## src/rtl/pwm_multi_channel.sv

```systemverilog
// Multi-channel PWM: one shared prescaled period counter, per-channel duty
// registers double-buffered so new duties take effect only at a period boundary.
module pwm_multi_channel #(
   parameter int CHANNELS = 16,
   parameter int RES      = 8,
   parameter int PRESC_W  = 8,
   parameter int CH_W     = 5
) (
   input  logic                clk,
   input  logic                rst,
   input  logic [CHANNELS-1:0] en_out,
   input  logic [CHANNELS-1:0] en_pwm,
   input  logic [PRESC_W-1:0]  prescale_div,
   input  logic                wr_en,
   input  logic [CH_W-1:0]     wr_chan,
   input  logic [RES-1:0]      wr_duty,
   output logic [CHANNELS-1:0] out,
   output logic                period_start
);

   // Counter stops one short of all-ones so an all-ones duty is always high.
   localparam logic [RES-1:0] CNT_MAX = {{(RES-1){1'b1}}, 1'b0};

   logic [PRESC_W-1:0] prescale_cnt;
   logic [RES-1:0]     cnt;
   logic [RES-1:0]     shadow [CHANNELS];
   logic [RES-1:0]     active [CHANNELS];
   logic               tick;
   logic               commit;

   always_comb begin
      tick   = (prescale_cnt >= prescale_div);
      commit = tick && (cnt == CNT_MAX);
   end

   always_ff @(posedge clk) begin
      if (rst) begin
         prescale_cnt <= '0;
         cnt          <= '0;
         out          <= '0;
         period_start <= 1'b0;
         for (int unsigned i = 0; i < CHANNELS; i++) begin
            shadow[i] <= '0;
            active[i] <= '0;
         end
      end else begin
         prescale_cnt <= tick ? '0 : prescale_cnt + PRESC_W'(1);
         if (tick)
            cnt <= commit ? '0 : cnt + RES'(1);
         period_start <= commit;
         // Out-of-range channel numbers match no loop index and are dropped.
         for (int unsigned i = 0; i < CHANNELS; i++) begin
            if (commit)
               active[i] <= shadow[i];
            if (wr_en && (32'(wr_chan) == i))
               shadow[i] <= wr_duty;
            out[i] <= en_out[i] & (~en_pwm[i] | (cnt < active[i]));
         end
      end
   end

endmodule

```

## config.mk

```make
export PLATFORM = sky130hd
export DESIGN_NAME = pwm_multi_channel
export DESIGN_NICKNAME = d
export VERILOG_FILES = /design/src/rtl/pwm_multi_channel.sv
export SDC_FILE = /design/constraint.sdc
export NUM_CORES = 1
export LEC_CHECK = 0
export CORE_AREA = 10 10 224 163
export CTS_BUF_LIST = sky130_fd_sc_hd__clkbuf_16
export DETAILED_ROUTE_END_ITERATION = 16
export DIE_AREA = 0 0 234 173
export REMOVE_ABC_BUFFERS = 1
export SLEW_MARGIN = 25
export SYNTH_ARGS = -nofsm -noshare
export SYNTH_HDL_FRONTEND = slang
export SYNTH_SLANG_ARGS = --single-unit
```

## constraint.sdc

```tcl
create_clock -name clk -period 16.4 [get_ports clk]
set_input_delay 3.28 -clock clk [delete_from_list [all_inputs] [get_ports clk]]
set_output_delay 3.28 -clock clk [all_outputs]
set_load 0.02 [all_outputs]
```

---- Word level (Yosys, flattened, before mapping) ----
Memory sizes are Yosys's and may differ from the RTL's.
Cells that the tools add are included.
operators by class
  $add $sub $neg .......................... 2
  magnitude comparators ................... 17
  equal/unequal tests ..................... 16
  multiplexer cells ....................... 86
  bitwise logic cells ..................... 80
  reduce and logical (&&, ||, !) cells .... 19
operators by type and width
  kind                                                  number
  two-way mux 8 bit                                     33
  < comparator 8 bit                                    16
  two-way mux 1 bit                                     53
  bitwise OR 1 bit                                      48
  equality test 5 x 4 -> 1 bit (second input constant)  8
  equality test 5 x 3 -> 1 bit (second input constant)  4
  logical AND 1 bit                                     17
  adder 8 x 1 -> 8 bit (second input constant)          2
  bitwise AND 1 bit                                     16
  NOT 1 bit                                             16
  equality test 5 x 2 -> 1 bit (second input constant)  2
  equality test 8 bit (second input constant)           1
  greater-or-equal comparator 8 bit                     1
  equality test 5 x 1 -> 1 bit (second input constant)  1
  logical NOT 5 bit                                     1
  OR reduction 2 bit                                    1
storage, ports and cells
  bits in registers ....................... 33
  RAM bits ................................ 256
  bits of input ports ..................... 56
  output and inout port bits .............. 17
  logic and storage cells ................. 226
  memories ................................ 2
memory list
  memory  words  width  rd ports  clocked after Yosys merged registers in  wr ports  line  RTL
  active  16     8      16        0                                        16        27    logic [RES-1:0] active [CHANNELS];
  shadow  16     8      16        0                                        16        26    logic [RES-1:0] shadow [CHANNELS];

---- Longest topological paths before layout ----
Gate-level depths: netlist of run 1.
  depth after elaboration ................. 6
  gate-level depth with buffers ........... 9
  gate-level depth less buffers ........... 7

---- Worst setup path after synthesis of run 1 ----
OpenSTA, ideal clock, no wires.
  kind .................................... input-to-reg
  from .................................... input prescale_div[5]
  to ...................................... memory active[0][0] (enable)
  library setup time ...................... 802 ps
  data arrival time ....................... 13562 ps
  required time ........................... 15598 ps
  setup slack ............................. 2036 ps
  stages .................................. 7
  path buffers ............................ 2
  path through ............................ inv_1 > ha_1 > and4_1 > a311oi_2 > buf_4 > buf_6 > o31ai_1
RTL lines
  item             line  RTL
  start, declared  13    input logic [PRESC_W-1:0] prescale_div,
  end, declared    27

==> summary.txt, run 1 <==
Global route
  • Initial antenna violation count: 0
  • Largest net degree at the start of global routing: 84
  • Vias in the first global route: 7,733
  • First-pass GRT wire length: 43,400 um
  • Overall routing resource usage: 13.7%
  • Total congestion overflow: 0

Timing
  • RSZ-0062 raised after global routing: false
  • Worst setup margin: 10.48 ns
  • Hold slack: 0.506 ns
  • Fin. Hold Viols: 0
  • Final cycle utilization of the critical path: 36.1%
  • Tightest Pin Transition: 0.976 ns
  • Final setup fails: 0
  • Min cycle time layout: 5.92 ns
  • Pins over their slew limit: 0
  • Fin Setup TNS: 0 ns
  • Fin Clk Skew: 0.0178 ns
  • Rel. slew slack: 34.8%
  • Fmax: 169 MHz

Drt
  • Final antenna-violating net count: 0
  • Vias per cell: 4.83
  • Final WL: 27,900 um
  • DR pass1 iterations: 5
  • Drt drc: 0
  • Via count: 7,880
  • Detailed Route Iter0 Violations: 517
  • Wire length per cell: 17.1 um

Critical path
  • Critical Path RT: 16.57 ns
  • Setup crit end kind: register
  • CP peak stage delay: 0.66 ns
  • R2R setup slack: 13.20 ns
  • Worst path arrival time: 6.09 ns
  • WS Path Type: input pin to register
  • CP max stage cell: buf_6
  • FF-to-FF path depth: 9
  • Crit path max fanout: 83
  • Most frequent CP cell: buf_4
  • Critical path, cell by cell: clkdlybuf4s50_1 -> inv_1 -> ha_1 -> and4_1 -> a311oi_2 -> buf_4 -> o31ai_4 -> buf_4 -> buf_6
  • Startpoint Class: input pin

Yosys
  • Avg Cell Area, Syn: 12.2 um2
  • Most used DFF post-synth: edfxtp_1
  • Cells after Synth: 1,096
  • Seq/Total Area, Yosys: 62.6%
  • Largest family of logic cells by synthesized area: simple AND/OR/NAND/NOR gates
  • Synth unique cells: 36
  • Ys Warns: 0
  • Mux contribution to synthesized area: 0%
  • Async set or reset register ratio after synthesis: 0%
  • Synth Area in XOR/XNOR: 0.394%
  • Synth Area in Adders: 11.5%
  • Synth Area in Compound Gates: 6.03%
  • Post-Syn Area: 0.0133 mm2
  • Post-synth EDFFs: 256
  • Post-synthesis simple-gate area fraction: 14.7%
  • Yosys reg bits: 289

Place
  • # placed instances: 1,579
  • Pre-CTS setup slack: 9.65 ns
  • IO buf count: 72
  • Post-DP Area: 0.0146 mm2
  • Final weighted congestion in routability-driven placement: 0.753
  • HPWL Detailed: 17,400 um

Cells and area
  • Most common cell after layout, fill and taps aside: edfxtp_1
  • Nets: 1,362
  • Fillers: 2,827
  • Final core utilization: 48.6%
  • Layout cells sized above 1: 5.49%
  • Area growth syn-to-layout: 16.5%
  • Most frequent cells in the layout: edfxtp_1 (256), inv_1 (132), nor2_1 (126)
  • Final Instance Area: 0.0155 mm2
  • Final Instance Count excl. Fillers: 1,631

Clock tree
  • CTS max path bufs: 3
  • CTS tree: built
  • Setup Fix Bufs, Post-CTS: 0
  • TritonCTS Buffers: 29
  • Post-CTS Resized: 0
  • CTS Hold Bufs: 0
  • Clock latency on the worst-skew pair: 0.54 ns
  • H-tree levels: 1
  • Clk slew on worst S/H paths: 0.06 ns
  • Clock sink total: 289
  • Root buffer cell: clkbuf_16

Power
  • Pwr Density: 103 mW/mm2
  • Seq pwr share: 52.8%
  • Comb power frac: 6.4%
  • Peak VDD IR: 0.0658 mV
  • Leak pwr: 6.33 nW
  • Clk pwr share: 40.8%
  • Design Power: 1.61 mW
  • Int Power: 1.26 mW
  • Sw Share: 21.4%
  • Psw: 343 uW

Hold path
  • Worst hold path class: register to register
  • Hold Path Cell Cnt: 1

Die
  • Die height: 173 um
  • Core area: 0.0319 mm2
  • Cell Rows: 55
  • Io pins: 73
  • Die outline width: 234 um
  • Starting Density: 41.8%
  • Die footprint: 0.0405 mm2

Run status
  • Status: finished, final reports clean

Run
  • Max Cap Viol: 0
==> routing by layer <==
| metal | track usage, % | vias to the layer above | share of wire (%) |
|---|---|---|---|
| met5 | 0 | - | 0 |
| met1 | 19.3 | 3758 | 49 |
| met2 | 21.5 | 120 | 45 |
| li1 | - | 3956 | - |
| met3 | 2.34 | 46 | 3.9 |
| met4 | 3.43 | 0 | 2.5 |
==> path summary, 6_finish.rpt <==
check,from,endpoint
worst max-delay path,prescale_div[5],active[1][63]
worst max register to register,prescale_cnt[0],active[1][63]
worst min-delay path,shadow[0][17],active[0][17]
worst min register to register,shadow[0][17],active[0][17]
==> cells in the mapped netlist (2+ instances only) <==
master     instances  area (um2)
or3_1              5        31.3
xor2_1             5        43.8
and3_1             6        37.5
o21ai_1            9        45.0
o31ai_1           13        97.6
a211oi_1          29         218
a21oi_1           35         175
nor2_1           126         473
nand2_1           70         263
nand4_1           13        81.3
nor2b_1           52         325
nand3_1           13        65.1
a21o_1            20         150
ha_1             123        1540
edfxtp_1         256        7690
clkbuf_1          31         116
o21ai_0           10        50.1
inv_1            130         488
or3b_2             2        17.5
a2111oi_0          4        35.0
nand2b_1          18         113
and2_1            80         500
dfxtp_1           33         661
==> logic make-up after synthesis <==
kind of cell	Yosys count
AOI/OAI and AO/OA	123
DFF	289
adders and majority gates	123
buffers and inverters	163
xor gates and xnor gates	6
and+or+nand+nor	392
==> worst max-delay path, delay by kind of cell <==
family	cells	cell delay (ns)
AOI/OAI and AO/OA	2	0.32
adders and majority gates	1	0.28
buffers and inverters	5	1.89
and+or+nand+nor	1	0.21
==> state kept, by name (all words and copies together) (netlist names) <==
signal	count
active	128
cnt	8
out	16
period_start	1
prescale_cnt	8
shadow	128
==> power groups by stage <==
stage	clock (mW)	sequential (mW)	combinational (mW)
floorplan	0	0.870	0.0525
global placement	0	0.864	0.102
detailed placement	0	0.864	0.105
CTS	0.668	0.849	0.105
global route	0.699	0.851	0.116
finish	0.655	0.848	0.103
==> layout make-up <==
class	count	area, um2	share of cell area, %
Sequential cell	289	8350	53.7
Multi-Input combinational cell	644	4380	28.2
Timing Repair Buffer	89	847	5.45
Clock buffer	29	726	4.67
Tap cell	427	534	3.44
Inverter	130	488	3.14
Clock inverter	22	204	1.31
Antenna cell	1	2.50	0.0161
Power figures use the tool's default switching activity.
==> run 2: changes to the inputs <==
Clock period 16.4 ns to 5 ns, I/O delays scaled along.
==> run 2 against run 1 <==
Die area did not move. Register-to-register slack worse by 11 ns. Worst hold slack worse by 0.0073 ns. Non-clock buffer count grew 4. Sequential share of layout area is 0.091 points higher. First-iteration DRC count shrank 0.77%. Core utilization down 0.082 points. Critical endpoint is now active[1][11].
==> summary.txt, run 2 (synthesis results as in run 1) <==
Critical path
  • Startpoint Class: input pin
  • Reg-to-reg critical path startpoint: prescale_cnt[0]
  • FF-to-FF End: active[1][11]
  • WS Path Type: input pin to register
  • Setup crit start: prescale_div[0]
  • Critical Path RT: 5.29 ns (-11.28 ns)
  • FF-to-FF path depth: 8 (-1)
  • Critical Path End: active[1][11]
  • Setup crit end kind: register
  • Worst path arrival time: 3.71 ns (-2.38 ns)
  • Crit path max fanout: 81 (-2.4%)
  • R2R setup slack: 1.97 ns (-11.23 ns)

Clock tree
  • Post-CTS Resized: 0 (unchanged)
  • TritonCTS Buffers: 29 (unchanged)
  • Clock latency on the worst-skew pair: 0.55 ns (about the same)
  • CTS Hold Bufs: 0 (unchanged)
  • Clock sink total: 289 (unchanged)
  • CTS max path bufs: 3 (unchanged)
  • Root buffer cell: clkbuf_16
  • CTS tree: built
  • Setup Fix Bufs, Post-CTS: 0 (unchanged)
  • Clk slew on worst S/H paths: 0.07 ns (about the same)
  • H-tree levels: 1 (unchanged)

Cells and area
  • Register area: 0.00835 mm2 (unchanged)
  • Inserted Diodes: 0 (-1)
  • Area growth syn-to-layout: 16.3%
  • Most common cell after layout, fill and taps aside: edfxtp_1
  • Most frequent cells in the layout: edfxtp_1 (256), inv_1 (134), nor2_1 (126)
  • Layout cells sized above 1: 5.55% (+0.060 points)
  • Area of the multi-input gates: 0.00438 mm2 (unchanged)
  • Nets: 1,366 (+0.29%)
  • Largest regs: active x128, shadow x128, out x16
  • Final Instance Area: 0.0155 mm2 (-0.17%)
  • Final Instance Count excl. Fillers: 1,635 (+0.25%)
  • Fillers: 2,875 (+1.7%)
  • Final core utilization: 48.6% (-0.082 points)

Timing
  • Fin. Hold Viols: 0 (unchanged)
  • Hold slack: 0.498 ns (-0.00730 ns)
  • Final cycle utilization of the critical path: 68.4%
  • Worst setup margin: 1.58 ns (-8.90 ns)
  • Fin Setup TNS: 0 ns (unchanged)
  • Final setup fails: 0 (unchanged)
  • RSZ-0062 raised after global routing: false
  • Rel. slew slack: 41.2% (+6.3 points)
  • Fin Clk Skew: 0.0111 ns (-0.00671 ns)
  • Tightest Pin Transition: 0.880 ns (-0.0956 ns)
  • Pins over their slew limit: 0 (unchanged)
  • Min cycle time layout: 3.42 ns
  • Fmax: 292 MHz

Global route
  • First-pass GRT wire length: 43,700 um (+0.67%)
  • Largest net degree at the start of global routing: 97 (+15%)
  • Total congestion overflow: 0 (unchanged)
  • Vias in the first global route: 7,624 (-1.4%)
  • Initial antenna violation count: 0 (unchanged)
  • Overall routing resource usage: 13.8% (+0.10 points)

Die
  • Die outline width: 234 um (unchanged)
  • Cell Rows: 55 (unchanged)
  • Io pins: 73 (unchanged)
  • Die height: 173 um (unchanged)
  • Die footprint: 0.0405 mm2 (unchanged)
  • Starting Density: 41.8% (unchanged)
  • Core area: 0.0319 mm2 (unchanged)

Power
  • Peak VDD IR: 0.196 mV (+200%)
  • Design Power: 5.12 mW (+220%)
  • Leak pwr: 6.31 nW (-0.20%)
  • Pwr Density: 330 mW/mm2 (+220%)
  • Psw: 1.13 mW (+230%)
  • Clk pwr share: 39.0% (-1.8 points)
  • Sw Share: 22.0% (+0.60 points)
  • Int Power: 4.00 mW (+220%)
  • Comb power frac: 6.7% (+0.3 points)
  • Seq pwr share: 54.4% (+1.6 points)

Place
  • HPWL Detailed: 17,800 um (+2.3%)
  • # placed instances: 1,583 (+0.25%)
  • Post-DP Area: 0.0146 mm2 (+0.29%)
  • Final weighted congestion in routability-driven placement: 0.751 (-0.29%)
  • IO buf count: 72 (unchanged)
  • Pre-CTS setup slack: 1.00 ns (-8.65 ns)

Run status
  • Status: finished, final reports clean

Drt
  • Via count: 7,860 (-0.25%)
  • Drt drc: 0 (unchanged)
  • Vias per cell: 4.81 (-0.50%)
  • Final antenna-violating net count: 0 (unchanged)
  • Final WL: 28,000 um (+0.62%)
  • Detailed Route Iter0 Violations: 513 (-0.77%)
  • Wire length per cell: 17.1 um (+0.38%)
  • DR pass1 iterations: 4 (-1)

Hold path
  • Hold Path Cell Cnt: 1 (unchanged)
  • Worst hold path class: register to register

Run
  • Max Cap Viol: 0 (unchanged)
run 2: layout make-up:
| cell class | instances | share of cell area (%) |
|---|---|---|
| tap | 427 | 3.45 |
| sequential | 289 | 53.8 |
| timing repair buffer | 93 | 5.71 |
| clock inverter | 23 | 0.912 |
| multi-input combinational | 644 | 28.3 |
| clock buffer | 29 | 4.68 |
| inverter | 130 | 3.15 |
run 2: metal layers:
layer / GRT usage, % / part of all wire (%) / wire (um)
met4: 2.79 / 1.9 / 540
met1: 19.7 / 49 / 13800
met2: 21.8 / 46 / 12800
met5: 0 / 0 / 0
met3: 2.06 / 3.2 / 893
run 2: worst min-delay path by stage:
stage,from,to,slack (ns)
2_1_floorplan,prescale_cnt[0],prescale_cnt[0],0.45
3_3_place_gp,prescale_cnt[0],prescale_cnt[0],0.48
3_5_place_dp,prescale_cnt[0],prescale_cnt[0],0.49
5_1_grt,shadow[0][50],active[0][50],0.53
6_report,prescale_cnt[0],prescale_cnt[0],0.50
4_1_cts,prescale_cnt[0],prescale_cnt[0],0.50
run 2: power by group through the flow:
| stage | combinational [mW] | sequential, mW | clock [mW] |
|---|---|---|---|
| 3_3_place_gp | 0.338 | 2.83 | 0 |
| 4_1_cts | 0.349 | 2.78 | 2.04 |
| 3_5_place_dp | 0.347 | 2.84 | 0 |
| 2_1_floorplan | 0.172 | 2.86 | 0 |
| 6_report | 0.342 | 2.78 | 2.00 |
| 5_1_grt | 0.383 | 2.79 | 2.15 |
run 2: worst max-delay path, cell delays in order:
cell and delay, ns:
clkdlybuf4s50_1 0.40, ha_1 0.28, nand2b_1 0.14, a2111o_1 0.42, a311oi_2 0.74, nor4_4 0.09, buf_4 0.33, and2_1 0.26
==> run 3: changes to the inputs <==
Clock period 5 ns to 2.9 ns, I/O delays scaled along.
==> run 3 against run 2 <==
Combinational power grew 83%. Die area stayed put. Via count is 1.6% higher. First-iteration DRC count is 3.7% lower. Non-clock buffer count grew 34. Clock power is 69% higher. Register-to-register slack worse by 1.6 ns. Final area is 2.3% higher. Critical path depth grew 2. Critical path type is now register to register. Largest power group unchanged.
==> summary.txt, run 3 (synthesis results as in run 1) <==
Die
  • Io pins: 73 (unchanged)
  • Die outline width: 234 um (unchanged)
  • Starting Density: 41.8% (unchanged)
  • Core area: 0.0319 mm2 (unchanged)
  • Cell Rows: 55 (unchanged)
  • Die footprint: 0.0405 mm2 (unchanged)
  • Die height: 173 um (unchanged)

Clock tree
  • H-tree levels: 1 (unchanged)
  • Root buffer cell: clkbuf_16
  • Post-CTS Resized: 0 (unchanged)
  • CTS max path bufs: 3 (unchanged)
  • CTS tree: built
  • Clock sink total: 289 (unchanged)
  • CTS Hold Bufs: 0 (unchanged)
  • Setup Fix Bufs, Post-CTS: 0 (unchanged)
  • Clock latency on the worst-skew pair: 0.56 ns (about the same)
  • Clk slew on worst S/H paths: 0.06 ns (about the same)
  • TritonCTS Buffers: 29 (unchanged)

Global route
  • Vias in the first global route: 7,577 (-0.62%)
  • Initial antenna violation count: 0 (unchanged)
  • Total congestion overflow: 0 (unchanged)
  • Largest net degree at the start of global routing: 60 (-38%)
  • First-pass GRT wire length: 43,200 um (-1.2%)
  • Overall routing resource usage: 13.8% (-0.021 points)

Drt
  • Final antenna-violating net count: 0 (unchanged)
  • Drt drc: 0 (unchanged)
  • Wire length per cell: 16.9 um (-1.6%)
  • Detailed Route Iter0 Violations: 494 (-3.7%)
  • Final WL: 28,200 um (+0.56%)
  • DR pass1 iterations: 4 (unchanged)
  • Vias per cell: 4.78 (-0.55%)
  • Via count: 7,989 (+1.6%)

Cells and area
  • Area growth syn-to-layout: 19.0%
  • Nets: 1,400 (+2.5%)
  • Final Instance Count excl. Fillers: 1,671 (+2.2%)
  • Most common cell after layout, fill and taps aside: edfxtp_1
  • Most frequent cells in the layout: edfxtp_1 (256), inv_1 (143), nor2_1 (126)
  • Largest regs: active x128, shadow x128, out x16
  • Inserted Diodes: 0 (unchanged)
  • Layout cells sized above 1: 7.80% (+2.3 points)
  • Final core utilization: 49.7% (+1.1 points)

Timing
  • Tightest Pin Transition: 0.626 ns (-0.254 ns)
  • Final cycle utilization of the critical path: 88.9%
  • Pins over their slew limit: 0 (unchanged)
  • RSZ-0062 raised after global routing: false
  • Hold slack: 0.501 ns (+0.00275 ns)
  • Min cycle time layout: 2.58 ns
  • Fin. Hold Viols: 0 (unchanged)
  • Rel. slew slack: 58.2% (+17 points)
  • Final setup fails: 0 (unchanged)
  • Fin Clk Skew: 0.0181 ns (+0.00698 ns)
  • Fmax: 388 MHz

Power
  • Leak pwr: 6.55 nW (+3.7%)
  • Pwr Density: 556 mW/mm2 (+68%)
  • Peak VDD IR: 0.409 mV (+110%)

Hold path
  • Worst hold path class: register to register

Critical path
  • Startpoint Class: register
  • Setup crit end kind: register
  • Crit path max fanout: 18 (-78%)
  • Most frequent CP cell: buf_12
  • Worst path arrival time: 2.88 ns (-0.83 ns)
  • CP max stage cell: dfxtp_1
  • Critical path, cell by cell: inv_1 -> ha_1 -> nand2b_1 -> a2111o_1 -> a311oi_2 -> buf_4 -> o31ai_4 -> buf_12 -> buf_12 -> buf_12
  • CP peak stage delay: 0.42 ns (-0.32 ns)
  • Critical Path RT: 3.20 ns (-2.09 ns)
  • WS Path Type: register to register

Run
  • Max Cap Viol: 0 (unchanged)

Run status
  • Status: finished, final reports clean

Place
  • # placed instances: 1,617 (+2.1%)
  • Final weighted congestion in routability-driven placement: 0.780 (+3.9%)
  • IO buf count: 72 (unchanged)
  • HPWL Detailed: 19,300 um (+8.5%)
run 3: cell type report:
type / instances / area, um2
clock inverter: 25 / 131
sequential: 289 / 8350
tap: 427 / 534
timing repair buffer: 127 / 1250
fill: 2785 / 16100
multi-input combinational: 644 / 4380
inverter: 130 / 488
clock buffer: 29 / 726
run 3: worst paths after layout:
kind | slack [ns] | cells after the start | end | from
hold reg to reg | 0.50 | 1 | prescale_cnt[0] | prescale_cnt[0]
setup reg to reg | 0.32 | 10 | active[0][21] | prescale_cnt[0]
hold / removal | 0.50 | 1 | prescale_cnt[0] | prescale_cnt[0]
setup / recovery | 0.32 | 10 | active[0][21] | prescale_cnt[0]
run 3: metrics by stage:
| stage | power [mW] | setup TNS, ns | setup WS (ns) | cell area [um2] |
|---|---|---|---|---|
| floorplan | 5.22 | -1203.98 | -8.72 | 13200 |
| global placement | 5.51 | -27.52 | -0.250 | 15000 |
| detailed placement | 5.52 | -22.30 | -0.225 | 15000 |
| CTS | 8.93 | 0 | 0.298 | 15900 |
| global route | 9.15 | 0 | 0.179 | 15900 |
| finish | 8.82 | 0 | 0.321 | 15900 |
run 3: critical path: cells and delay by family (launching register included):
kind / cells / cell delay [ns]
simple gates: 1 / 0.14
flops: 1 / 0.42
compound gates: 3 / 0.79
buf+inv: 5 / 0.73
fa+ha+maj: 1 / 0.26
run 3: routing by layer:
layer / vias to the layer above / global-route usage, % / wire [um]
met5: - / 0 / 0
met4: 0 / 3.86 / 650
met3: 40 / 2.50 / 1200
met2: 151 / 20.8 / 12400
met1: 3753 / 19.8 / 13900
li1: 4045 / - / -
run 3: power by group:
group / switching, mW / internal (mW)
logic: 0.359 / 0.268
clock network: 1.51 / 1.89
registers: 0.0492 / 4.75
total: 1.92 / 6.90
